### src/rtl/coherence_pkg.sv
// Shared types and default cache geometry for the two-cache MESI snooping bus controller.
package coherence_pkg;

    localparam int DEFAULT_CACHE_SIZE = 1024;
    localparam int DEFAULT_ASSOC      = 1;
    localparam int DEFAULT_BLOCK_SIZE = 2;

    localparam int N_SETS = DEFAULT_CACHE_SIZE / 8 / 4 / DEFAULT_BLOCK_SIZE / DEFAULT_ASSOC;
    localparam int SB     = $clog2(N_SETS);
    localparam int BB     = $clog2(DEFAULT_BLOCK_SIZE);
    localparam int TB     = 32 - SB - BB - 2;

    typedef logic [31:0] word_t;

    typedef enum logic [1:0] {
        MODIFIED  = 2'd0,
        EXCLUSIVE = 2'd1,
        SHARED    = 2'd2,
        INVALID   = 2'd3
    } cc_end_state_t;

    typedef enum logic [2:0] {
        IDLE   = 3'd0,
        SNOOP  = 3'd1,
        C2C    = 3'd2,
        MEM_RD = 3'd3,
        DONE   = 3'd4
    } bus_state_t;

    // A single-word block still needs a one-bit word select.
    function automatic int word_sel_width(input int bb);
        return (bb > 0) ? bb : 1;
    endfunction

endpackage

### src/rtl/rr_arbiter_2.sv
// Two-way round-robin arbiter: the pointer breaks ties and moves to the other cache after each grant.
module rr_arbiter_2 (
    input  logic       clk,
    input  logic       rst_n,
    input  logic [1:0] req,
    input  logic       advance,
    input  logic       done_idx,
    output logic [1:0] grant
);

    logic ptr_q;

    always_ff @(posedge clk or negedge rst_n) begin
        if (!rst_n) begin
            ptr_q <= 1'b0;
        end else if (advance) begin
            ptr_q <= ~done_idx;
        end
    end

    always_comb begin
        grant = req;
        if (req == 2'b11) begin
            grant        = 2'b00;
            grant[ptr_q] = 1'b1;
        end
    end

endmodule

### src/rtl/coherence_bus_ctrl.sv
// Snooping MESI bus controller for two L1 caches: arbitrates misses, snoops the peer,
// sources the block cache-to-cache or from memory, and issues the final MESI states.
module coherence_bus_ctrl
    import coherence_pkg::*;
#(
    parameter  int CACHE_SIZE = DEFAULT_CACHE_SIZE,
    parameter  int ASSOC      = DEFAULT_ASSOC,
    parameter  int BLOCK_SIZE = DEFAULT_BLOCK_SIZE,
    localparam int SETS       = CACHE_SIZE / 8 / 4 / BLOCK_SIZE / ASSOC,
    localparam int SET_W      = $clog2(SETS),
    localparam int OFF_W      = $clog2(BLOCK_SIZE),
    localparam int TAG_W      = 32 - SET_W - OFF_W - 2,
    localparam int WSEL_W     = word_sel_width(OFF_W)
) (
    input  logic                   CLK,
    input  logic                   nRST,
    input  logic [1:0]             cache_req,
    input  logic [1:0]             cache_write,
    input  logic [1:0][31:0]       cache_addr,
    output logic [1:0]             cache_grant,
    output logic [1:0][1:0]        state_transfer,
    output logic [1:0]             state_valid,
    output logic [SET_W-1:0]       set_sel,
    output logic [TAG_W-1:0]       snoop_tag,
    output logic [WSEL_W-1:0]      word_sel,
    output logic [1:0]             snoop_req,
    input  logic [1:0]             snoop_hit,
    input  logic [1:0]             dirty,
    input  logic [1:0][31:0]       requested_data,
    output word_t                  responder_data,
    output logic [1:0]             fill_valid,
    output logic                   mem_ren,
    output logic                   mem_wen,
    output word_t                  mem_addr,
    output word_t                  mem_wdata,
    input  word_t                  mem_rdata,
    input  logic                   mem_ready,
    output bus_state_t             dbg_state
);

    localparam logic [WSEL_W-1:0] LAST_WORD  = WSEL_W'(BLOCK_SIZE - 1);
    localparam word_t             BLOCK_MASK = word_t'(BLOCK_SIZE * 4 - 1);

    bus_state_t        state, state_n;
    logic              req_idx;
    logic              wr_q;
    logic              hit_q;
    logic              dirty_q;
    word_t             base_q;
    logic [WSEL_W-1:0] word_q;
    logic [1:0]        arb_grant;
    logic              peer;
    logic              last_word;
    logic              word_adv;
    logic              writeback;
    word_t             word_addr;

    assign peer      = ~req_idx;
    assign last_word = (word_q == LAST_WORD);
    // Dirty data is only pushed to memory when the peer keeps a SHARED copy.
    assign writeback = ~wr_q & dirty_q;
    assign word_addr = base_q + (word_t'(word_q) << 2);
    assign dbg_state = state;

    rr_arbiter_2 u_arb (
        .clk      (CLK),
        .rst_n    (nRST),
        .req      (cache_req),
        .advance  (state == DONE),
        .done_idx (req_idx),
        .grant    (arb_grant)
    );

    always_comb begin
        word_adv = 1'b0;
        case (state)
            C2C:     word_adv = writeback ? mem_ready : 1'b1;
            MEM_RD:  word_adv = mem_ready;
            default: word_adv = 1'b0;
        endcase
    end

    always_ff @(posedge CLK or negedge nRST) begin
        if (!nRST) begin
            state <= IDLE;
        end else begin
            state <= state_n;
        end
    end

    always_ff @(posedge CLK or negedge nRST) begin
        if (!nRST) begin
            req_idx <= 1'b0;
            wr_q    <= 1'b0;
            hit_q   <= 1'b0;
            dirty_q <= 1'b0;
            base_q  <= '0;
            word_q  <= '0;
        end else begin
            case (state)
                IDLE: begin
                    if (|cache_req) begin
                        req_idx <= arb_grant[1];
                        wr_q    <= cache_write[arb_grant[1]];
                        base_q  <= cache_addr[arb_grant[1]] & ~BLOCK_MASK;
                    end
                end
                SNOOP: begin
                    hit_q   <= snoop_hit[peer];
                    dirty_q <= dirty[peer];
                end
                C2C, MEM_RD: begin
                    if (word_adv) begin
                        word_q <= last_word ? '0 : word_q + 1'b1;
                    end
                end
                default: ;
            endcase
        end
    end

    always_comb begin
        state_n        = state;
        cache_grant    = 2'b00;
        state_transfer = {INVALID, INVALID};
        state_valid    = 2'b00;
        set_sel        = '0;
        snoop_tag      = '0;
        word_sel       = '0;
        snoop_req      = 2'b00;
        responder_data = '0;
        fill_valid     = 2'b00;
        mem_ren        = 1'b0;
        mem_wen        = 1'b0;
        mem_addr       = '0;
        mem_wdata      = '0;

        if (state != IDLE) begin
            set_sel   = base_q[2+OFF_W +: SET_W];
            snoop_tag = base_q[31 -: TAG_W];
            word_sel  = word_q;
        end

        case (state)
            IDLE: begin
                if (|cache_req) begin
                    state_n = SNOOP;
                end
            end
            SNOOP: begin
                snoop_req[peer] = 1'b1;
                state_n         = snoop_hit[peer] ? C2C : MEM_RD;
            end
            C2C: begin
                snoop_req[peer]     = 1'b1;
                responder_data      = requested_data[peer];
                fill_valid[req_idx] = word_adv;
                if (writeback) begin
                    mem_wen   = 1'b1;
                    mem_addr  = word_addr;
                    mem_wdata = requested_data[peer];
                end
                if (word_adv && last_word) begin
                    state_n = DONE;
                end
            end
            MEM_RD: begin
                mem_ren  = 1'b1;
                mem_addr = word_addr;
                if (mem_ready) begin
                    responder_data      = mem_rdata;
                    fill_valid[req_idx] = 1'b1;
                end
                if (word_adv && last_word) begin
                    state_n = DONE;
                end
            end
            DONE: begin
                cache_grant[req_idx] = 1'b1;
                state_valid[req_idx] = 1'b1;
                if (wr_q) begin
                    state_transfer[req_idx] = MODIFIED;
                end else if (hit_q) begin
                    state_transfer[req_idx] = SHARED;
                end else begin
                    state_transfer[req_idx] = EXCLUSIVE;
                end
                if (hit_q) begin
                    state_valid[peer]    = 1'b1;
                    state_transfer[peer] = wr_q ? INVALID : SHARED;
                end
                state_n = IDLE;
            end
            default: state_n = IDLE;
        endcase
    end

endmodule

### config.mk
export PLATFORM = sky130hd
export DESIGN_NAME = coherence_bus_ctrl
export DESIGN_NICKNAME = d
export VERILOG_FILES = /design/src/rtl/coherence_pkg.sv /design/src/rtl/rr_arbiter_2.sv /design/src/rtl/coherence_bus_ctrl.sv
export SDC_FILE = /design/constraint.sdc
export NUM_CORES = 1
export LEC_CHECK = 0
export CAP_MARGIN = 40
export CORE_AREA = 2 2 121 123
export CTS_CLUSTER_DIAMETER = 60
export DETAILED_ROUTE_END_ITERATION = 12
export DIE_AREA = 0 0 123 125
export MAX_ROUTING_LAYER = met4
export SYNTH_ARGS = -nofsm -noshare
export SYNTH_HDL_FRONTEND = slang
export SYNTH_SLANG_ARGS = --single-unit
### constraint.sdc
create_clock -name CLK -period 1.9 [get_ports CLK]
set_clock_uncertainty 0.05 [all_clocks]
set_input_delay 0.19 -clock CLK [delete_from_list [all_inputs] [get_ports CLK]]
set_output_delay 0.19 -clock CLK [all_outputs]
set_load 0.1 [all_outputs]
==> results of run 1 <==
[worst max-delay path, delay by kind of cell (launching register included)]
kind,cells,cell delay [ns]
simple gates,3,0.55
buf+inv,3,0.51
flops,1,0.47
[path summary, 6_finish.rpt]
kind / endpoint / cells after the start
worst max-delay path: mem_addr[16] / 6
worst max register to register: base_q[18] / 8
worst min-delay path: base_q[8] / 3
min in group CLK: base_q[15] / 2
max in group asynchronous: dbg_state[2] / 3
worst min register to register: base_q[15] / 2
[cell type report]
type	count	area [um^2]	share of cell area
clock buffers	8	166	0.0169
multi-input cells	331	3110	0.314
inverters	6	26.3	0.00266
repair buffers	385	5380	0.545
flip-flops and latches	38	963	0.0976
well taps	184	230	0.0233
[synth_stat cells]
| library cell | number |
|---|---|
| and2_1 | 31 |
| buf_6 | 4 |
| a21o_1 | 1 |
| o21ai_2 | 1 |
| o21ai_0 | 34 |
| mux2i_1 | 64 |
| o21ai_1 | 30 |
| nand3_1 | 1 |
| dfrtp_1 | 38 |
| nor2_1 | 47 |
| nor3_2 | 1 |
| and3b_1 | 1 |
| a21oi_1 | 9 |
| nand2_1 | 66 |
| o311ai_0 | 1 |
| nor3_1 | 1 |
| nor2b_1 | 32 |
| buf_4 | 3 |
| buf_2 | 11 |
| or2_2 | 3 |
| clkbuf_1 | 16 |
| conb_1 | 1 |
| inv_1 | 6 |
| nand2_2 | 1 |
| or3_1 | 2 |
| xnor2_1 | 1 |
| nand2b_1 | 1 |
| o41ai_1 | 1 |
[what timing repair did]
action | in CTS | in global routing
resized for setup | 15 | 41
setup endpoints to repair | 127 | 136
cloned | 1 | 9
endpoints found under the hold margin | 38 | 0
pin swaps | 2 | 9
setup buffers | 6 | 11
hold buffers | 1 | 0
[metrics by stage]
stage | setup WS, ns | hold slack, ns | setup TNS [ns]
after floorplan | -0.316 | -0.156 | -19.60
after global placement | 0.118 | 0.237 | 0
after detailed placement | 0.0831 | 0.239 | 0
after CTS | -0.167 | 0.464 | -11.99
after global routing | -0.213 | 0.482 | -22.66
final | -0.156 | 0.444 | -13.79
[cells in the final DEF, fill, tap and decap left out, types with 22 or more instances in the layout]
master / synthesis / routed
buf_4: 3 / 54
nor2b_4: 0 / 32
mux2i_1: 64 / 63
nor2_4: 0 / 40
buf_12: 0 / 152
dfrtp_1: 38 / 34
nand2_1: 66 / 39
nand2_2: 1 / 22
and2_4: 0 / 31
o21ai_0: 34 / 30
clkdlybuf4s50_1: 0 / 163
o21ai_4: 0 / 33
[cells by family after synthesis]
family | count (synthesis) | synth area share
compound gates | 77 | 0.129
xor+xnor | 1 | 0.00283
flops | 38 | 0.307
other cells | 1 | 0.00121
buf+inv | 40 | 0.0662
mux | 64 | 0.207
simple gates | 187 | 0.287
[state kept, by name (all words and copies together), names as in the netlist]
name and flops:
base_q 29, dbg_state 3, dirty_q 1, hit_q 1, last_word 1, req_idx 1, u_arb.ptr_q 1, wr_q 1
[metal layers]
layer	vias up	global-route usage
met3	19	0.0675
li1	2066	-
met1	2040	0.218
met2	215	0.373
met4	0	0.0508
met5	-	-
==> flow_metrics.tcl, run 1 <==
set metrics [dict create \
    period_share 1.08 \
    status "finished with violations" \
    gp_congestion 0.795 \
    top_layer "met4" \
    die_area_um2 15400 \
    cap_viol_max_count 0 \
    vias_per_cell 4.56 \
    slew_headroom 0.617 \
    antennaDiodeCount 0 \
    antenna_found_initial 0 \
    final_util 0.695 \
    ios 314 \
    synth_top_area_share 0.307 \
    drive_gt1_frac 0.536 \
    critPathCaptureType "output port" \
    wl_per_cell_um 18.2 \
    port_buffers 305 \
    rrSetupSlack_ns 0.08 \
    slew_viol_final 0 \
    initial_utilization 0.218 \
    clk_pin_slew_worst_paths_ns 0.06 \
    post-route-drc-count 0 \
    setup_ws_ns -0.156 \
    yosys-top-cells-area "dfrtp_1 (31%), mux2i_1 (21%), nand2_1 (8.0%), nor2b_1 (6.5%), and2_1 (6.3%)" \
    max_freq_mhz 486 \
    via_count 4340 \
    tightestPinTransition_ns 0.568 \
    cp_cell_sequence "buf_4, nor2b_4, nor2b_4, buf_12, and2_4, buf_12" \
    crit_start "dbg_state[2]" \
    firstDrtPassIters 4 \
    grt_overflow 0 \
    fin_cells 952 \
    violations "negative setup slack" \
    yosysWarnings 0 \
    clock-sinks 38 \
    slowest_delay_ns 0.47 \
    clock_path_buffers 2 \
    drt-met1-wl_um 6030 \
    fin_area_um2 9880 \
    post-dp-hpwl_um 12900 \
    grt_pass1_vias 4460 \
    crit_path_top_delay_cell "dfrtp_4" \
    grt_use_total 0.208 \
    ys_seq_area_frac 0.307 \
    grt_pass1_wl_um 24100 \
    drtIter0Drc 121 \
    synth.distinct_cells 28 \
    dieHeight_um 125 \
    hold_viol_final 0 \
    dp.cells 916 \
    area_growth_pct 219 \
    num_rows 44 \
    finalCriticalPeriod_ns 2.06 \
    setup.worst_path.start_class "flop" \
    cp_data_arrival_time_ns 1.82 \
    clock_latency_ns 0.28 \
    ys_seq_elements 38 \
    cts-root-buf "clkbuf_16" \
    fin_nets 938 \
    wl_met3_um 1710 \
    cts_buffers 5 \
    hp-class "in2async" \
    crit_fanout 15 \
    core_area_um2 14200 \
    setup_viol 128 \
    synth_area_um2 3100 \
    path_class "reg2out" \
    die_w_um 123 \
    grt_max_degree 61 \
    wl_um 17300 \
    syn-instance-count 408 \
    h-tree-depth 2 \
    syn_avg_cell_area_um2 7.60 \
    rsz0062_at_grt "yes" \
    cts_tree "done" \
    reg2reg_from "dbg_state[2]" \
    synth_largest_area_cell "dfrtp_1" \
    postPlaceCellArea_um2 9140 \
    required_ns 1.66 \
    drtAntennaViolNets 0 \
    wl_met2_um 9270 \
    nFillCells 1017 \
]
Power of run 1 is left out: the tool's default activity adds up to more than one toggle a clock period on the data nets, which glitch-free logic cannot reach.
==> run 2: changes to the inputs <==
Settings changed: SLEW_MARGIN from default to 0.
==> results of run 2 <==
No change in the layout: final DEF, timing and power equal those of run 1.
Power of run 2 is left out for the same reason.
